### config.mk
export PLATFORM = sky130hd
export DESIGN_NAME = uart_tx_fifo
export DESIGN_NICKNAME = d
export VERILOG_FILES = /design/src/rtl/uart_pkg.sv /design/src/rtl/sync_fifo.sv /design/src/rtl/uart_tx_fifo.sv
export SDC_FILE = /design/constraint.sdc
export NUM_CORES = 1
export LEC_CHECK = 0
export CAP_MARGIN = 40
export CORE_UTILIZATION = 45
export DETAILED_ROUTE_END_ITERATION = 10
export PLACE_DENSITY = 0.76
export SYNTH_ARGS = -nofsm -noshare
export SYNTH_HDL_FRONTEND = slang
export SYNTH_SLANG_ARGS = --single-unit
### constraint.sdc
create_clock -name clk -period 2.6 [get_ports clk]
set_clock_uncertainty 0.15 [all_clocks]
set_input_delay 0.26 -clock clk [delete_from_list [all_inputs] [get_ports clk]]
set_output_delay 0.26 -clock clk [all_outputs]
set_load 0.02 [all_outputs]
### src/rtl/uart_pkg.sv
// uart_pkg: shared definitions for the buffered UART transmitter.
//   uart_state_t   : transmitter FSM state encoding (legacy-compatible constants)
//   PARITY_MODE_*  : values accepted by the PARITY_ODD parameter
//   cnt_w()        : width of a counter that must hold 0..n-1 (never less than 1)
package uart_pkg;

  typedef logic [2:0] uart_state_t;

  localparam uart_state_t ST_IDLE   = 3'd0;
  localparam uart_state_t ST_START  = 3'd1;
  localparam uart_state_t ST_DATA   = 3'd2;
  localparam uart_state_t ST_PARITY = 3'd3;
  localparam uart_state_t ST_STOP   = 3'd4;

  localparam int PARITY_MODE_EVEN = 0;
  localparam int PARITY_MODE_ODD  = 1;

  function automatic int cnt_w(input int n);
    return (n <= 2) ? 1 : $clog2(n);
  endfunction

endpackage

### src/rtl/sync_fifo.sv
// sync_fifo: single-clock FIFO with registered occupancy count.
//   clk, reset_n : clock and asynchronous active-low reset
//   push, din    : write request and data; ignored while full (no bypass)
//   pop, dout    : read request and head-of-queue data (valid while !empty)
//   full, empty  : derived from the registered count
//   count        : number of entries held, 0..DEPTH
module sync_fifo
  import uart_pkg::*;
#(
  parameter int WIDTH = 8,
  parameter int DEPTH = 8
) (
  input  logic                     clk,
  input  logic                     reset_n,
  input  logic                     push,
  input  logic                     pop,
  input  logic [WIDTH-1:0]         din,
  output logic [WIDTH-1:0]         dout,
  output logic                     full,
  output logic                     empty,
  output logic [$clog2(DEPTH):0]   count
);

  localparam int AW = cnt_w(DEPTH);
  localparam int CW = $clog2(DEPTH) + 1;

  logic [WIDTH-1:0] mem [DEPTH];
  logic [AW-1:0]    wr_ptr;
  logic [AW-1:0]    rd_ptr;
  logic [CW-1:0]    count_q;
  logic             do_push;
  logic             do_pop;

  assign full    = (count_q == CW'(DEPTH));
  assign empty   = (count_q == '0);
  assign do_push = push & ~full;
  assign do_pop  = pop & ~empty;
  assign dout    = mem[rd_ptr];
  assign count   = count_q;

  // NOTE: sequential state uses non-blocking (<=) so every register samples
  // pre-edge values regardless of statement order.
  always_ff @(posedge clk or negedge reset_n) begin
    if (!reset_n) begin
      wr_ptr  <= '0;
      rd_ptr  <= '0;
      count_q <= '0;
    end else begin
      // Pointers wrap naturally because DEPTH is a power of two.
      if (do_push) wr_ptr <= wr_ptr + AW'(1);
      if (do_pop)  rd_ptr <= rd_ptr + AW'(1);
      case ({do_push, do_pop})
        2'b10:   count_q <= count_q + CW'(1);
        2'b01:   count_q <= count_q - CW'(1);
        default: count_q <= count_q;
      endcase
    end
  end

  // NOTE: the storage array has no reset; emptiness is tracked by count_q,
  // so stale contents are never observed and the array can map to RAM.
  always_ff @(posedge clk) begin
    if (do_push) mem[wr_ptr] <= din;
  end

endmodule

### src/rtl/uart_tx_fifo.sv
// uart_tx_fifo: buffered UART transmitter. Bytes pushed with send_enable are
// queued and sent LSB-first as start / data / [parity] / stop bits.
//   clk, reset_n          : clock and asynchronous active-low reset
//   send_enable, data_in  : push request and data (one entry per cycle)
//   ready                 : FIFO not full
//   tx                    : registered serial line, idle high
//   busy                  : a frame is in progress
//   fifo_count            : entries queued
//   overflow              : one-cycle pulse after a dropped push
module uart_tx_fifo
  import uart_pkg::*;
#(
  parameter int DATA_W       = 8,
  parameter int FIFO_DEPTH   = 8,
  parameter int CLKS_PER_BIT = 16,
  parameter int PARITY_EN    = 0,
  parameter int PARITY_ODD   = 0,
  parameter int STOP_BITS    = 1
) (
  input  logic                          clk,
  input  logic                          reset_n,
  input  logic                          send_enable,
  input  logic [DATA_W-1:0]             data_in,
  output logic                          ready,
  output logic                          tx,
  output logic                          busy,
  output logic [$clog2(FIFO_DEPTH):0]   fifo_count,
  output logic                          overflow
);

  localparam int BAUD_W = cnt_w(CLKS_PER_BIT);
  localparam int BIT_W  = cnt_w(DATA_W);

  localparam logic [BAUD_W-1:0] BAUD_LAST = BAUD_W'(CLKS_PER_BIT - 1);
  localparam logic [BIT_W-1:0]  DATA_LAST = BIT_W'(DATA_W - 1);
  localparam logic [BIT_W-1:0]  STOP_LAST = BIT_W'(STOP_BITS - 1);
  localparam logic              ODD_PAR   = (PARITY_ODD == PARITY_MODE_ODD);

  logic [DATA_W-1:0] fifo_dout;
  logic              fifo_full;
  logic              fifo_empty;
  logic              fifo_pop;

  uart_state_t       state;
  logic [BAUD_W-1:0] baud_cnt;
  logic [BIT_W-1:0]  bit_idx;
  logic [DATA_W-1:0] shift_reg;
  logic              parity_bit;
  logic              tx_q;
  logic              overflow_q;
  logic              baud_end;
  logic              frame_done;

  sync_fifo #(
    .WIDTH (DATA_W),
    .DEPTH (FIFO_DEPTH)
  ) u_fifo (
    .clk     (clk),
    .reset_n (reset_n),
    .push    (send_enable),
    .pop     (fifo_pop),
    .din     (data_in),
    .dout    (fifo_dout),
    .full    (fifo_full),
    .empty   (fifo_empty),
    .count   (fifo_count)
  );

  assign baud_end   = (baud_cnt == BAUD_LAST);
  assign frame_done = (state == ST_STOP) && baud_end && (bit_idx == STOP_LAST);
  // Pop either from idle or on the final stop cycle, so queued bytes go out
  // back-to-back with no idle gap.
  assign fifo_pop   = ~fifo_empty & ((state == ST_IDLE) | frame_done);

  assign ready    = ~fifo_full;
  assign tx       = tx_q;
  assign busy     = (state != ST_IDLE);
  assign overflow = overflow_q;

  always_ff @(posedge clk or negedge reset_n) begin
    if (!reset_n) overflow_q <= 1'b0;
    else          overflow_q <= send_enable & fifo_full;
  end

  // tx_q is loaded together with each state change, so the line level is a
  // register output that changes only at bit boundaries.
  always_ff @(posedge clk or negedge reset_n) begin
    if (!reset_n) begin
      state      <= ST_IDLE;
      baud_cnt   <= '0;
      bit_idx    <= '0;
      shift_reg  <= '0;
      parity_bit <= 1'b0;
      tx_q       <= 1'b1;
    end else if (fifo_pop) begin
      state      <= ST_START;
      baud_cnt   <= '0;
      bit_idx    <= '0;
      shift_reg  <= fifo_dout;
      parity_bit <= (^fifo_dout) ^ ODD_PAR;
      tx_q       <= 1'b0;
    end else begin
      case (state)
        ST_IDLE: begin
          tx_q <= 1'b1;
        end
        ST_START: begin
          if (baud_end) begin
            state    <= ST_DATA;
            baud_cnt <= '0;
            bit_idx  <= '0;
            tx_q     <= shift_reg[0];
          end else begin
            baud_cnt <= baud_cnt + BAUD_W'(1);
          end
        end
        ST_DATA: begin
          if (baud_end) begin
            baud_cnt <= '0;
            if (bit_idx == DATA_LAST) begin
              bit_idx <= '0;
              if (PARITY_EN != 0) begin
                state <= ST_PARITY;
                tx_q  <= parity_bit;
              end else begin
                state <= ST_STOP;
                tx_q  <= 1'b1;
              end
            end else begin
              bit_idx   <= bit_idx + BIT_W'(1);
              shift_reg <= {1'b0, shift_reg[DATA_W-1:1]};
              tx_q      <= shift_reg[1];
            end
          end else begin
            baud_cnt <= baud_cnt + BAUD_W'(1);
          end
        end
        ST_PARITY: begin
          if (baud_end) begin
            state    <= ST_STOP;
            baud_cnt <= '0;
            bit_idx  <= '0;
            tx_q     <= 1'b1;
          end else begin
            baud_cnt <= baud_cnt + BAUD_W'(1);
          end
        end
        ST_STOP: begin
          if (baud_end) begin
            baud_cnt <= '0;
            if (bit_idx == STOP_LAST) begin
              state   <= ST_IDLE;
              bit_idx <= '0;
              tx_q    <= 1'b1;
            end else begin
              bit_idx <= bit_idx + BIT_W'(1);
            end
          end else begin
            baud_cnt <= baud_cnt + BAUD_W'(1);
          end
        end
        default: begin
          state    <= ST_IDLE;
          baud_cnt <= '0;
          bit_idx  <= '0;
          tx_q     <= 1'b1;
        end
      endcase
    end
  end

endmodule

* Yosys cells after proc, flatten, opt, wreduce, memory -nomap -nowiden
Memory sizes are Yosys's and may differ from the RTL's.
Cells that the tools add are included.
** Cells by class
- Eq/ne operators :: 18
- Div/mod/pow operators :: 0
- $mul :: 0
- Shift-type cells :: 0
- Bitwise gates (word level) :: 7
- $lt $le $gt $ge :: 0
- Multiplexer cells :: 33
- Add/sub/neg operators :: 6
- Reductions and logical operators :: 15
** Operator list (count)
- 3-bit 2-to-1 mux :: 13
- 8-bit 2-to-1 mux :: 4
- 4-bit case mux with 2 select lines :: 2
- 3-bit by 2-bit inequality test with 1-bit output (second input constant) :: 5
- 3-bit case mux with 5 select lines :: 1
- 3-bit case mux with 4 select lines :: 1
- 3-bit by 1-bit adder with 3-bit output (second input constant) :: 3
- 1-bit 2-to-1 mux :: 9
- 4-bit by 1-bit adder with 4-bit output (second input constant) :: 2
- 4-bit equality test (second input constant) :: 2
- 4-bit 2-to-1 mux :: 2
- 7-bit AND reduction :: 1
- 3-bit by 2-bit equality test with 1-bit output (second input constant) :: 2
- 3-bit equality test (second input constant) :: 2
- 3-bit zero test :: 2
- 3-bit by 1-bit inequality test with 1-bit output (second input constant) :: 2
- 2-bit nonzero test :: 3
- 5-bit AND reduction :: 1
- 1-bit AND :: 4
- 4-bit zero test :: 1
- 2-bit by 1-bit inequality test with 1-bit output (second input constant) :: 2
- 1-bit case mux with 4 select lines :: 1
- 4-bit AND reduction :: 1
- 4-bit OR reduction :: 1
- other kinds (10) :: 12
** Word-level totals
- Bits in latches :: 0
- Input bits :: 11
- Logic and storage cells :: 89
- Bits in registers :: 30
- Memories :: 1
- Memory bits (read-only) :: 0
- Bits in writable memories :: 64
- Output and inout bits :: 8
** Memory list
- u_fifo.mem :: depth 8, width 8, rd ports 1, clocked after memory_dff 0, write ports 1, line sync_fifo.sv:27 : logic [WIDTH-1:0] mem [DEPTH];

* Logic depth before layout (Yosys ltp)
Gate-level depths: netlist of run 1.
- Depth in word-level cells :: 8
- Depth in mapped cells :: 13
- Depth with buffers taken out :: 12

* Cells and area by module
A second synthesis of run 1 with hierarchy kept.
** Unflattened totals
- Cell total of the unflattened synthesis :: 273
- Area total of the unflattened synthesis :: 4304.1 sq um
** Modules (own cells, without submodules)
- sync_fifo :: sequential area each 2172.1 sq um, area an instance 3134.3 sq um, times used 1, cells an instance 160
- uart_tx_fifo :: sequential area each 501.7 sq um, area an instance 1169.9 sq um, times used 1, cells an instance 113

* Worst setup path after synthesis of run 1
Ideal clock, no wire load.
- Path type :: register -> register
- Start point :: register u_fifo.count_q[1], in the netlist u_fifo.count[1]
- End point :: register u_fifo.count_q[3], in the netlist u_fifo.count[3]
- Required time :: 2334 ps
- Path slack :: -189 ps
- Path buffers :: 1
- Period minus slack after synthesis :: 2789 ps
- Arrival time :: 2524 ps
- Cell stages (with the launch flop) :: 10
- Setup time :: 116 ps
- Cell sequence :: dfrtp_1 > or4_4 > nand3_2 > buf_6 > inv_2 > ha_1 > ha_1 > a21oi_1 > o21ai_0 > o311ai_0
** On the way
- Word-level cells in the longest chain between the ends :: 6
- Elaborated cells between the ends (all ways) :: 13
- Those cells by class :: add/sub (2); eq/ne (3); mux (1); bitwise (5); reduce/logical (2)
** Ends and longest elaborated chain
- start: declaration :: line sync_fifo.sv:30 : logic [CW-1:0] count_q;
- start signal: assignment :: line sync_fifo.sv:53 : 2'b10: count_q <= count_q + CW'(1);
- start signal: assignment :: line sync_fifo.sv:54 : 2'b01: count_q <= count_q - CW'(1);
- start signal: assignment :: line sync_fifo.sv:55 : default: count_q <= count_q;
- 4-bit zero test (*) :: line sync_fifo.sv:35 : assign empty = (count_q == '0);
- 1-bit inverter (*) :: line sync_fifo.sv:37, uart_tx_fifo.sv:73
- 1-bit AND :: line uart_tx_fifo.sv:73 : assign fifo_pop = ~fifo_empty & ((state == ST_IDLE) | frame_done);
- 1-bit AND (*) :: line sync_fifo.sv:37 : assign do_pop = pop & ~empty;
- net u_fifo.do_pop :: line sync_fifo.sv:32 : logic do_pop;
- 2-bit by 1-bit equality test with 1-bit output / 2-bit equality test (equally long branches) :: line sync_fifo.sv:52 : case ({do_push, do_pop})
- 4-bit case mux with 2 select lines / 2-bit nonzero test (equally long branches)
The timed path passes the listed nets; every way through them passes the cells marked *.
A chain may end at the register's enable or synchronous reset.

* Worst setup path after layout of run 1
Same ends and word-level chain as after synthesis.

==> metrics.md, run 1 <==
| Metric | Value |
|---|---|
| Library cells used by synthesis | `54` |
| Residual DRC count | `1` |
| Sequential area share after synthesis | `roughly 64%` |
| Mapped Cells | `265` |
| Final wirelength | `around 7400 um` |
| Vias | `2327` |
| I/O pin total | `19` |
| Slew Limit Fails | `0` |
| Vias per cell | `5.61` |
| Most common cell after layout, fill and taps aside | `edfxtp_1` |
| Skew-Pair Late Insertion Delay | `0.36 ns` |
| Fin crit share | `roughly 96%` |
| Hold_buf cts | `0` |
| Met3 GRT Util | `3.58%` |
| Max reg flops | `64` |
| Core Area | `just under 0.009 mm^2` |
| Final worst slack | `approximately 0.11 ns` |
| Most Crowded Layer GR | `met2` |
| Highest Clock Rate | `401 MHz` |
| Worst Setup End Kind | `flop` |
| Final Hold Viols | `0` |
| CTS tree | `built` |
| Critical Path AT | `2.57 ns` |
| Final HPWL DP | `just under 5000 um` |
| Most used cells in the layout excluding fill and tap cells | `edfxtp_1, dfrtp_1, mux2i_1` |
| First-pass GRT wire length | `around 12000 um` |
| Critical path class | `flop to flop` |
| Port bufs | `18` |
| Synthesized flop and latch total | `94` |
| Synth area leaders | `edfxtp_1, dfrtp_1, mux4_2` |
| Total CTS buffers | `9` |
| Met1 usage | `approximately a fifth` |
| Clock root buffer master | `clkbuf_8` |
| # Post-CTS Setup Buffers | `0` |
| Post-route antenna net violation count | `0` |
| Met2 GRT Util | `between 30% and 40%` |
| Number of synthesized flops with an enable pin | `64` |
| RSZ-0062 raised after global routing | `false` |
| ANT cells | `0` |
| Htree depth | `3` |
| Largest net degree at the start of global routing | `31` |
| Die ar. | `around 0.0096 mm^2` |
| Syn_nets | `between 200 and 300` |
| Violated checks | `DRC` |
| Crit path launch type | `flop` |
| Post-synth top flop | `edfxtp_1` |
| Die Y-Extent | `slightly below 100 um` |
| Syn Area/Cell | `between 15 and 20 um^2` |
| Critical path required time | `~2.7 ns` |
| Final net count | `between 300 and 400` |
| Ys async rst share | `about a third` |
| Period minus WS final | `about 2.5 ns` |
| Pwr Density | `around 730 mW/mm^2` |
| Crit path max fanout | `8` |
| Post-Place Worst Slack | `approximately 0.10 ns` |
| Maximum buffer depth of the clock tree | `2` |
| HP Class | `input pin to asynchronous set/reset pin` |
| Initial DRC count | `95` |
| Yosys warns | `0` |
| Post-synth top area share | `between 40% and 50%` |
| Routability cong. | `about 0.74` |
| Lkg Pwr | `around 1.8 nW` |
| Die W | `approximately 100 um` |
| DR pass1 iterations | `7` |
| Drt wl/cell | `approximately 18 um` |
| Area grow syn2layout | `15.8%` |
| Max-Cap Viols | `0` |
| Yosys top cell by area | `edfxtp_1` |
| Layout cells sized above 1 | `22.8%` |
| Clock sinks | `94` |
| Setup TNS | `0 ns` |
| Worst vdd ir | `0.464 mV` |
| Initial antenna violation count | `0` |
| Clk slew on worst S/H paths | `0.10 ns` |
| Inst Count DP | `around 400` |
| Outcome | `complete, but fails checks` |
| GRT Total Usage | `roughly 17%` |
| Finished Layout Cells | `approximately 420` |
| Initial Util | `47.0%` |
| Number of global-route vias before repair | `~2500` |
| Synthesized area | `around 0.0042 mm^2` |
| Worst relative slew slack | `just over 60%` |
| Worst-Margin Slew | `0.565 ns` |
| Grt total ovfl | `0` |
| Final setup viols | `0` |
| Core Rows | `34` |
[cells in the mapped netlist, types with 2 or more instances]
library cell and instances:
nand3_1 7, o21ai_1 4, nand2_1 12, inv_1 7, nor3b_1 4, ha_1 9, buf_1 2, a21oi_1 4
nor4_1 3, mux4_2 16, nor2_1 4, o21ai_0 7, xnor2_1 5, xor2_1 2, nor3_1 8, o22ai_1 2
or3_1 2, nand3_2 2, and3_1 2, edfxtp_1 64, clkbuf_1 5, mux2i_1 25, mux2_1 2, buf_2 5
nand2b_1 5, dfrtp_1 29
[cell type report]
class / count / area (um^2)
clock buffer: 9 / 124
clock inverter: 7 / 66.3
fill: 711 / 4040
inverter: 8 / 30.0
multi-input combinational: 149 / 1420
sequential: 94 / 2680
tap: 108 / 135
timing repair buffer: 40 / 358
[what timing repair did]
item,CTS,global route
gates resized for setup,0,2
hold endpoints to repair,0,0
endpoints found under the setup margin,0,2
[metal layers]
| metal | routed length (um) | vias to the layer above | part of all wire [%] |
|---|---|---|---|
| li1 | - | 1100 | - |
| met1 | 3120 | 1181 | 42 |
| met2 | 3890 | 39 | 53 |
| met3 | 281 | 7 | 3.8 |
| met4 | 91 | 0 | 1.2 |
| met5 | 0 | - | 0 |
[worst paths after layout]
kind,slack (ns),endpoint,startpoint,depth (start not counted)
worst min-delay path,0.13,baud_cnt[1],reset_n,2
worst min register to register,0.40,baud_cnt[1],baud_cnt[1],2
worst max-delay path,0.11,u_fifo.count[3],u_fifo.count[1],9
min in group clk,0.40,baud_cnt[1],baud_cnt[1],2
worst max register to register,0.11,u_fifo.count[3],u_fifo.count[1],9
max in group asynchronous,1.83,tx,reset_n,2
[cell families (layout without fill, tap and decap cells)]
group | count (synthesis) | after routing | synth area share (%)
adders and majority gates | 10 | 10 | 3.19
AOI/OAI and AO/OA | 29 | 29 | 4.64
xor gates and xnor gates | 7 | 7 | 1.48
DFF | 94 | 94 | 64.3
and+or+nand+nor | 59 | 59 | 8.34
muxes | 44 | 44 | 15.6
buffers and inverters | 22 | 64 | 2.41
[worst max-delay path, cell delays in order, from the launching register on]
cell and delay (ns):
dfrtp_2 0.45, or4_4 0.57, nand3_4 0.11, inv_2 0.05, ha_4 0.18, ha_4 0.27, inv_1 0.05, nor4_1 0.28
nand4b_1 0.15, o311ai_1 0.10
[power by group]
group,internal [mW],switching [mW],total [mW]
combinational,0.309,0.380,0.689
clock,0.369,0.547,0.916
sequential,1.81,0.0962,1.91
total,2.49,1.02,3.52
[through the flow]
step           utilization, %  power, mW  hold slack [ns]  area (um^2)
3_3_place_gp             52.2       2.61            0.377         4620
5_1_grt                  54.4       3.68            0.165         4810
4_1_cts                  54.3       3.56            0.131         4810
6_report                 54.4       3.52            0.132         4810
3_5_place_dp             52.2       2.64            0.377         4620
2_1_floorplan               -       2.31           -0.186         4200
No activity file was read; power rests on OpenSTA's default activity.
==> inputs of run 2 (changes only) <==
Settings changed: SETUP_SLACK_MARGIN from default to 0.15.
==> metrics.md, run 2 (same netlist as run 1, synthesis figures left out) <==
| Metric | Value |
|---|---|
| DR pass1 iterations | `7` |
| Number of global-route vias before repair | `between 2000 and 2500` |
| Period minus WS final | `between 2 and 2.5 ns` |
| I/O pin total | `19` |
| Crit path max fanout | `7` |
| Skew-Pair Late Insertion Delay | `around 0.35 ns` |
| Htree depth | `3` |
| HP Class | `input pin to asynchronous set/reset pin` |
| RR Endpoint | `u_fifo.count[3]` |
| Worst r2r src | `u_fifo.count[1]` |
| Layout cells sized above 1 | `28.4%` |
| First-pass GRT wire length | `between 10000 and 15000 um` |
| Final setup viols | `0` |
| Vias per cell | `5.58` |
| Clock root buffer master | `clkbuf_8` |
| Initial antenna violation count | `0` |
| Grt total ovfl | `0` |
| Lkg Pwr | `approximately 1.9 nW` |
| Drt wl/cell | `17.6 um` |
| Max reg flops | `64` |
| Routability cong. | `~0.78` |
| Fin util | `a little under three fifths` |
| Final net count | `approximately 340` |
| CTS tree | `built` |
| Worst-Margin Slew | `0.799 ns` |
| Critical path required time | `roughly 2.7 ns` |
| Highest Clock Rate | `~420 MHz` |
| Pwr Density | `740 mW/mm^2` |
| GRT Total Usage | `16.6%` |
| Clock sinks | `94` |
| Die W | `~98 um` |
| Largest net degree at the start of global routing | `31` |
| RSZ-0062 raised after global routing | `true` |
| Crit path launch type | `flop` |
| Most frequent CP cell | `ha_4` |
| Final wirelength | `between 7000 and 8000 um` |
| Max-Cap Viols | `0` |
| Critical path class | `flop to flop` |
| Core Rows | `34` |
| CP max-delay cell | `or4_4` |
| Outcome | `complete, but fails checks` |
| Final HPWL DP | `about 4800 um` |
| Worst R2R Setup Slack | `0.23 ns` |
| Violated checks | `DRC` |
| Initial DRC count | `93` |
| Fin crit share | `between 90% and 100%` |
| Post-route antenna net violation count | `0` |
| Die Y-Extent | `98.1 um` |
| Initial Util | `47.0%` |
| Worst relative slew slack | `between 40 and 50%` |
| Worst Setup End Kind | `flop` |
| Most common cell after layout, fill and taps aside | `edfxtp_1` |
| Area grow syn2layout | `20.2%` |
| Vias | `~2400` |
| Setup TNS | `0 ns` |
| Core Area | `between 0.008 and 0.009 mm^2` |
| Worst vdd ir | `~0.52 mV` |
| CP max stage delay | `~0.55 ns` |
| Final Hold Viols | `0` |
| Most used cells in the layout excluding fill and tap cells | `edfxtp_1, buf_4, dfrtp_1` |
| Slew Limit Fails | `0` |
| CP Cell Sequence | `or4_4, nand3_4, inv_2, ha_4, ha_4, inv_4, nor4_2, nand4b_1, o311ai_2` |
| Total CTS buffers | `9` |
| Clk slew on worst S/H paths | `about 0.10 ns` |
| Die ar. | `just under 0.01 mm^2` |
| FF-to-FF path depth | `9` |
| Maximum buffer depth of the clock tree | `2` |
| Port bufs | `18` |
| ANT cells | `0` |
| Critical Path AT | `roughly 2.5 ns` |
| Residual DRC count | `1` |
[run 2: critical path, delay by kind of cell (launching register included)]
family,cells,cell delay [ns]
simple gates,4,1.02
fa+ha+maj,2,0.48
flops,1,0.43
compound gates,1,0.10
buf+inv,2,0.09
[run 2: timing repair]
item / in CTS / in global routing
hold buffers: 0 / 0
endpoints found under the setup margin: 1 / 8
resized for setup: 1 / 12
hold endpoints to repair: 0 / 0
setup buffers: 0 / 15
pin swaps: 0 / 10
cloned: 0 / 0
[run 2: how the worst max path moves through the flow]
stage | start | end | slack, ns | cells past startpoint
floorplan | u_fifo.count[0] | u_fifo.count[3] | 0.02 | 10
global placement | u_fifo.count[1] | u_fifo.count[3] | 0.25 | 8
detailed placement | baud_cnt[0] | u_fifo.count[3] | 0.15 | 10
CTS | u_fifo.count[1] | u_fifo.count[3] | 0.17 | 8
global route | u_fifo.count[1] | u_fifo.count[3] | 0.1 | 9
finish | u_fifo.count[1] | u_fifo.count[3] | 0.23 | 9
[run 2: layout make-up]
type	instances	area, um^2
clock buffers	9	124
clock inverters	7	87.6
fillers	673	3850
inverters	8	32.5
multi-input cells	149	1480
flip-flops and latches	94	2680
well taps	108	135
repair buffers	53	455
[run 2: layer usage]
layer,global-route usage (%),wire (um)
met1,21.5,3300
met3,3.22,172
met2,28.1,3940
met5,0,0
met4,5.71,134
[run 2: through the flow]
| step | power (mW) | area, um^2 | hold WS, ns | instances | worst slack [ns] |
|---|---|---|---|---|---|
| 6_report | 3.70 | 4990 | 0.131 | 428 | 0.227 |
| 4_1_cts | 3.64 | 4820 | 0.139 | 413 | 0.169 |
| 2_1_floorplan | 2.31 | 4200 | -0.186 | 265 | 0.0161 |
| 3_3_place_gp | 2.60 | 4610 | 0.376 | 397 | 0.245 |
| 3_5_place_dp | 2.63 | 4610 | 0.385 | 397 | 0.149 |
| 5_1_grt | 3.87 | 4990 | 0.167 | 428 | 0.0965 |
[run 2: power breakdown]
part           internal (mW)  leakage, nW  switching (mW)
clock network          0.468        0.102           0.540
logic                  0.366        0.864           0.420
registers               1.81        0.951          0.0887
